==> config.mk <==
export PLATFORM = sky130hd
export DESIGN_NAME = mux_n_stream
export DESIGN_NICKNAME = d
export VERILOG_FILES = /design/src/rtl/mux_pkg.sv /design/src/rtl/rr_arbiter.sv /design/src/rtl/mux_n_stream.sv
export SDC_FILE = /design/constraint.sdc
export NUM_CORES = 1
export LEC_CHECK = 0
export BUFFER_PORTS_ARGS = -buffer_cell sky130_fd_sc_hd__buf_2
export CORE_MARGIN = 2
export CORE_UTILIZATION = 41
export CTS_BUF_LIST = sky130_fd_sc_hd__clkbuf_8
export CTS_CLUSTER_DIAMETER = 100
export DETAILED_ROUTE_END_ITERATION = 6
export PLACE_DENSITY = 0.85
export SLEW_MARGIN = 10
export SYNTH_ARGS = -nofsm -noshare
export SYNTH_HDL_FRONTEND = slang
export SYNTH_SLANG_ARGS = --single-unit
==> constraint.sdc <==
create_clock -name clk -period 1.9 [get_ports clk]
set_clock_uncertainty 0.05 [all_clocks]
set_input_delay 0.475 -clock clk [delete_from_list [all_inputs] [get_ports clk]]
set_output_delay 0.475 -clock clk [all_outputs]
set_load 0.1 [all_outputs]
==> src/rtl/mux_pkg.sv <==
// Shared definitions for the N-to-1 stream multiplexer: the selection
// policy enumeration and the select-width helper.
package mux_pkg;

    // Selection policy: SEL follows the external select, RR rotates fairly.
    typedef enum logic [0:0] {
        SEL = 1'b0,
        RR  = 1'b1
    } mux_mode_e;

    // Width of a channel index: clog2(n), never below one bit.
    function automatic int selw(input int n);
        return (n <= 2) ? 1 : $clog2(n);
    endfunction

endpackage

==> src/rtl/rr_arbiter.sv <==
// Round-robin arbiter. Searches req upward from ptr, wrapping N-1 -> 0,
// and grants the first requester. When advance is high and something was
// granted, ptr moves to one past the winner; otherwise ptr holds.
module rr_arbiter
    import mux_pkg::*;
#(
    parameter  int N    = 4,
    localparam int SELW = selw(N)
) (
    input  logic            clk,
    input  logic            reset_n,
    input  logic [N-1:0]    req,
    input  logic            advance,
    output logic [N-1:0]    grant,
    output logic [SELW-1:0] grant_idx
);

    logic [SELW-1:0] ptr;
    logic            found;

    // Two passes: first the channels at or above ptr, then the wrapped-around
    // channels below ptr. Only constant indices into req are used.
    always_comb begin
        grant     = '0;
        grant_idx = '0;
        found     = 1'b0;
        for (int i = 0; i < N; i++) begin
            if (!found && req[i] && (i >= int'(ptr))) begin
                found     = 1'b1;
                grant[i]  = 1'b1;
                grant_idx = SELW'(i);
            end
        end
        for (int i = 0; i < N; i++) begin
            if (!found && req[i]) begin
                found     = 1'b1;
                grant[i]  = 1'b1;
                grant_idx = SELW'(i);
            end
        end
    end

    // Pointer moves past the winner on a transfer so it has lowest priority next.
    always_ff @(posedge clk or negedge reset_n) begin
        if (!reset_n) begin
            ptr <= '0;
        end else if (advance && found) begin
            if (int'(grant_idx) == N - 1) begin
                ptr <= '0;
            end else begin
                ptr <= grant_idx + 1'b1;
            end
        end
    end

endmodule

==> src/rtl/mux_n_stream.sv <==
// N-to-1 stream multiplexer with a one-entry registered output stage.
//
// Handshake: a word moves across an interface on a rising edge where both
// valid and ready are high. A producer never retracts valid or changes data
// while waiting; out_data/out_chan stay frozen while out_valid && !out_ready.
// The output register accepts a new word whenever it is empty or being
// drained in the same cycle (load), which gives one word per cycle with no
// bubble. In SEL mode in_ready is offered to channel sel from load alone, so
// it never depends on that channel's own in_valid; a transfer happens when
// the channel also presents valid. In RR mode in_ready is the arbiter grant.
module mux_n_stream
    import mux_pkg::*;
#(
    parameter  int        WIDTH = 32,
    parameter  int        N     = 4,
    parameter  mux_mode_e MODE  = SEL,
    localparam int        SELW  = selw(N)
) (
    input  logic               clk,
    input  logic               reset_n,
    input  logic [SELW-1:0]    sel,
    input  logic [N-1:0]       in_valid,
    output logic [N-1:0]       in_ready,
    input  logic [N*WIDTH-1:0] in_data,
    output logic               out_valid,
    input  logic               out_ready,
    output logic [WIDTH-1:0]   out_data,
    output logic [SELW-1:0]    out_chan
);

    logic             load;
    logic [N-1:0]     sel_ready;
    logic [N-1:0]     rr_req;
    logic [N-1:0]     rr_grant;
    logic [SELW-1:0]  rr_idx;
    logic             rr_advance;
    logic [N-1:0]     grant;
    logic [SELW-1:0]  grant_idx;
    logic [WIDTH-1:0] grant_data;

    // Output register can take a word when empty or draining; never in reset.
    assign load = reset_n && (!out_valid || out_ready);

    // Decode sel to a one-hot; out-of-range values decode to nothing.
    always_comb begin
        sel_ready = '0;
        for (int i = 0; i < N; i++) begin
            if (int'(sel) == i) begin
                sel_ready[i] = 1'b1;
            end
        end
    end

    // The arbiter only sees requests in RR mode and only when a load is possible.
    assign rr_req     = ((MODE == RR) && load) ? in_valid : '0;
    assign rr_advance = (MODE == RR) && load;

    rr_arbiter #(
        .N (N)
    ) u_rr_arbiter (
        .clk       (clk),
        .reset_n   (reset_n),
        .req       (rr_req),
        .advance   (rr_advance),
        .grant     (rr_grant),
        .grant_idx (rr_idx)
    );

    // Per-mode ready offer, resulting one-hot transfer and its channel index.
    always_comb begin
        if (MODE == RR) begin
            in_ready  = rr_grant;
            grant     = rr_grant;
            grant_idx = rr_idx;
        end else begin
            in_ready  = load ? sel_ready : '0;
            grant     = in_ready & in_valid;
            grant_idx = sel;
        end
    end

    // Pick the granted channel's word out of the packed input bus.
    always_comb begin
        grant_data = '0;
        for (int i = 0; i < N; i++) begin
            if (grant[i]) begin
                grant_data = grant_data | in_data[i*WIDTH +: WIDTH];
            end
        end
    end

    // Output stage: replace on transfer, empty on drain, otherwise hold.
    always_ff @(posedge clk or negedge reset_n) begin
        if (!reset_n) begin
            out_valid <= 1'b0;
            out_data  <= '0;
            out_chan  <= '0;
        end else if (|grant) begin
            out_valid <= 1'b1;
            out_data  <= grant_data;
            out_chan  <= grant_idx;
        end else if (out_ready) begin
            out_valid <= 1'b0;
        end
    end

endmodule

==> flow_metrics.env <==
export IMPL_outcome="finished with violations"
export IMPL_violations_in_the_final_reports="setup timing"
export IMPL_antenna_diode_count=0
export IMPL_ys_ff_latch=35
export IMPL_met2WireLength_mm=4.45
export IMPL_asyncSetResetFlopFracSynth=1.00
export IMPL_post_synth_inst_count=207
export IMPL_endpoints_failing_hold=0
export IMPL_power_share_clock=0.170
export IMPL_netSwitchingPower_uw=1430
export IMPL_post_synthesis_to_final_layout_area_growth_pct=63.7
export IMPL_netlist_top_cell_by_area="dfrtp_1"
export IMPL_gr_total_overflow=0
export IMPL_kind_of_critical_path="register to output port"
export IMPL_layout_cells_most_common_list="171 x buf_2, 64 x a22oi_1, 34 x dfrtp_1, 33 x mux2_4, 30 x o22ai_1"
export IMPL_final_layout_size_suffix_gt1_frac=0.652
export IMPL_worst_path_largest_cell_delay_ns=0.50
export IMPL_yosys_warnings=0
export IMPL_grt_setup_unrepaired="yes"
export IMPL_critPathLaunchType="register"
export IMPL_detailroute_via_count=2669
export IMPL_detailedPlacementHpwl_mm=5.85
export IMPL_detailedPlace_worstSlack_ns=0.0433
export IMPL_syn_area_per_cell_um2=10.9
export IMPL_effective_utilization_at_floorplan=0.419
export IMPL_final_common_cell="buf_2"
export IMPL_core_area_um2=5410
export IMPL_max_cap_violations=0
export IMPL_die_height_um=78.3
export IMPL_antenna_violations_before_repair=0
export IMPL_synthesis_area_um2=2260
export IMPL_p_sw_frac=0.476
export IMPL_worst_path_buf_inv=2
export IMPL_hold_buffers=0
export IMPL_finalWeightedCongestion=0.816
export IMPL_required_time_at_the_worst_slack_endpoint_ns=1.37
export IMPL_synth_ff_type="dfrtp_1"
export IMPL_power_frac_seq=0.301
export IMPL_clk_transition_reported_paths_ns=0.08
export IMPL_share_of_the_cycle_needed_by_the_critical_path_after_routing=1.05
export IMPL_grt_max_degree=33
export IMPL_design_die_area_um2=6130
export IMPL_synth_seq_area_share=0.387
export IMPL_num_nets_final=535
export IMPL_grt_first_pass_wirelength_mm=12.9
export IMPL_synthDominantCellAreaShare=0.387
export IMPL_drt_iter0_markers=118
export IMPL_fin_hold_ws_ns=0.158
export IMPL_antenna_violating_nets_post_route=0
export IMPL_final_critical_path_setup_slack_ns=-0.0964
export IMPL_timing_max_slew_rel_slack=0.664
export IMPL_clock_fmax_ghz=0.501
export IMPL_htree_num_levels=2
export IMPL_grt_pass1_vias=2677
export IMPL_worstPathArrival_ns=1.47
export IMPL_port_buffers=175
export IMPL_timing_final_setup_violations=32
export IMPL_p_comb_frac=0.528
export IMPL_routed_wl_met3_um=584
export IMPL_dpl_instance_area_um2=3390
export IMPL_drt_first_pass_iters=5
export IMPL_power_total_uw=3010
export IMPL_detail_route_wirelength_mm=8.47
export IMPL_wl_per_cell_um=18.0
export IMPL_crit_slowest_cell="dfrtp_4"
export IMPL_synth_edff_count=0
export IMPL_layout_filler_cells=430
export IMPL_top_level_ports=176
export IMPL_total_clock_sinks=35
export IMPL_critical_path_max_fanout=3
export IMPL_fp_row_count=27
export IMPL_cts_root_buf="clkbuf_8"
export IMPL_power_density_over_cell_area_nw_per_um2=812
export IMPL_cts_root_to_sink_buffers=2
export IMPL_tritoncts="done"
export IMPL_worst_r2r_startpoint="out_valid$_DFFE_PN0P_"
export IMPL_final_setup_tns_ns=-0.826
export IMPL_wl_met1_mm=3.34
export IMPL_internal_power_uw=1580
export IMPL_cts_inserted_buffers=5
export IMPL_topRoutingLayerUsed="met4"
export IMPL_crit_path_cell_trace="nand2b_4 > nand3b_1 > buf_6 > nor2_4 > buf_12"
export IMPL_worstReg2RegEnd="out_data[20]$_DFFE_PN0P_"
export IMPL_reg2reg_setup_slack_ns=-0.04
export IMPL_detail_route_vias_per_cell=5.67
export IMPL_peakVddDrop_mv=0.557
export IMPL_power_leakage_uw=0.00190
export IMPL_timing_reg2reg_worst_path_depth=8
export IMPL_minimum_clock_period_ns=2.00
export IMPL_final_max_slew_violation_count=0
export IMPL_grt_total_usage=0.270
export IMPL_final_cell_area_um2=3710
export IMPL_synth_cell_type_count=19
export IMPL_worstMarginPinSlew_ns=0.507
export IMPL_die_width_um=78.3
export IMPL_detail_route_drc_violations=0
export IMPL_clock_latency_ns=0.29
export IMPL_synth_nets=344
export IMPL_hold_crit_class="input pin to asynchronous set/reset pin"
export IMPL_synth_area_top_cells="dfrtp_1 39%, a22oi_1 21%, mux2_4 19%, o22ai_1 8.8%, clkbuf_1 3.3%"
export IMPL_critPathCaptureType="output port"
export IMPL_critical_path_top_delay_family="flip-flops"
export IMPL_crit_cells=5
## power by group through the flow
stage                     Sequential [µW]  Combinational (µW)  Clock, µW
after global routing                  918                1650        558
after detailed placement              915                1500          0
after CTS                             905                1530        527
after global placement                914                1470          0
after floorplan                      1640                 385          0
final                                 906                1590        513
## kinds of logic (layout without fill, tap and decap cells)
group           count (synthesis)  in the layout  share of synthesized area
flops                          35             35                      0.387
buf+inv                        27            219                     0.0558
simple gates                   13             13                     0.0304
mux                            33             33                      0.210
compound gates                 99             99                      0.317
## per-layer routing
layer | global-route usage | up-vias
li1 | - | 1216
met1 | 0.314 | 1303
met2 | 0.491 | 142
met3 | 0.0598 | 8
met4 | 0.0860 | 0
met5 | 0 | -
## cells in the mapped netlist, types with 3 or more instances
cell type / number
a22oi_1: 64
mux2_1: 4
nor2_1: 5
clkbuf_1: 20
mux2_4: 28
dfrtp_1: 35
buf_6: 3
o22ai_1: 32
## worst max path at each step
stage | start | to | slack, ns
2_1_floorplan | out_valid$_DFFE_PN0P_ | in_ready[0] | -0.34
5_1_grt | out_valid$_DFFE_PN0P_ | in_ready[1] | -0.17
3_5_place_dp | out_ready | out_data[15]$_DFFE_PN0P_ | 0.04
6_report | out_valid$_DFFE_PN0P_ | in_ready[1] | -0.1
3_3_place_gp | out_ready | in_ready[0] | 0.07
4_1_cts | out_valid$_DFFE_PN0P_ | in_ready[1] | -0.08
## area by class of cell
cell class	instances	area (µm²)	share of cell area
Multi-Input combinational cell	145	1340	0.360
Clock buffer	5	68.8	0.0186
Tap cell	72	90.1	0.0243
Sequential cell	35	880	0.237
Inverter	2	7.51	0.00202
Clock inverter	3	12.5	0.00337
Timing Repair Buffer	209	1310	0.354
## flip-flops by register name, summed over array words and instances (netlist names)
name and cells:
out_data 32, out_chan 2, out_valid 1
## worst reg2reg max path: cells and delay by family, from the launching register on
kind / cells / cell delay [ns]
AND/OR/NAND/NOR: 2 / 0.23
AO/OA/AOI/OAI: 1 / 0.14
buffers and inverters: 4 / 0.59
multiplexers: 1 / 0.29
flip-flops: 1 / 0.50
## what timing repair did
item,CTS,global route
gates resized for setup,7,8
pin swaps,1,0
buffers inserted,8,3
gates cloned,1,5
setup endpoints to repair,4,37
## stage by stage
stage / util / std cells
after floorplan: - / 207
after global placement: 0.626 / 448
after CTS: 0.658 / 465
after detailed placement: 0.626 / 448
after global routing: 0.686 / 471
final: 0.686 / 471
(Power assumes the default switching activity.)
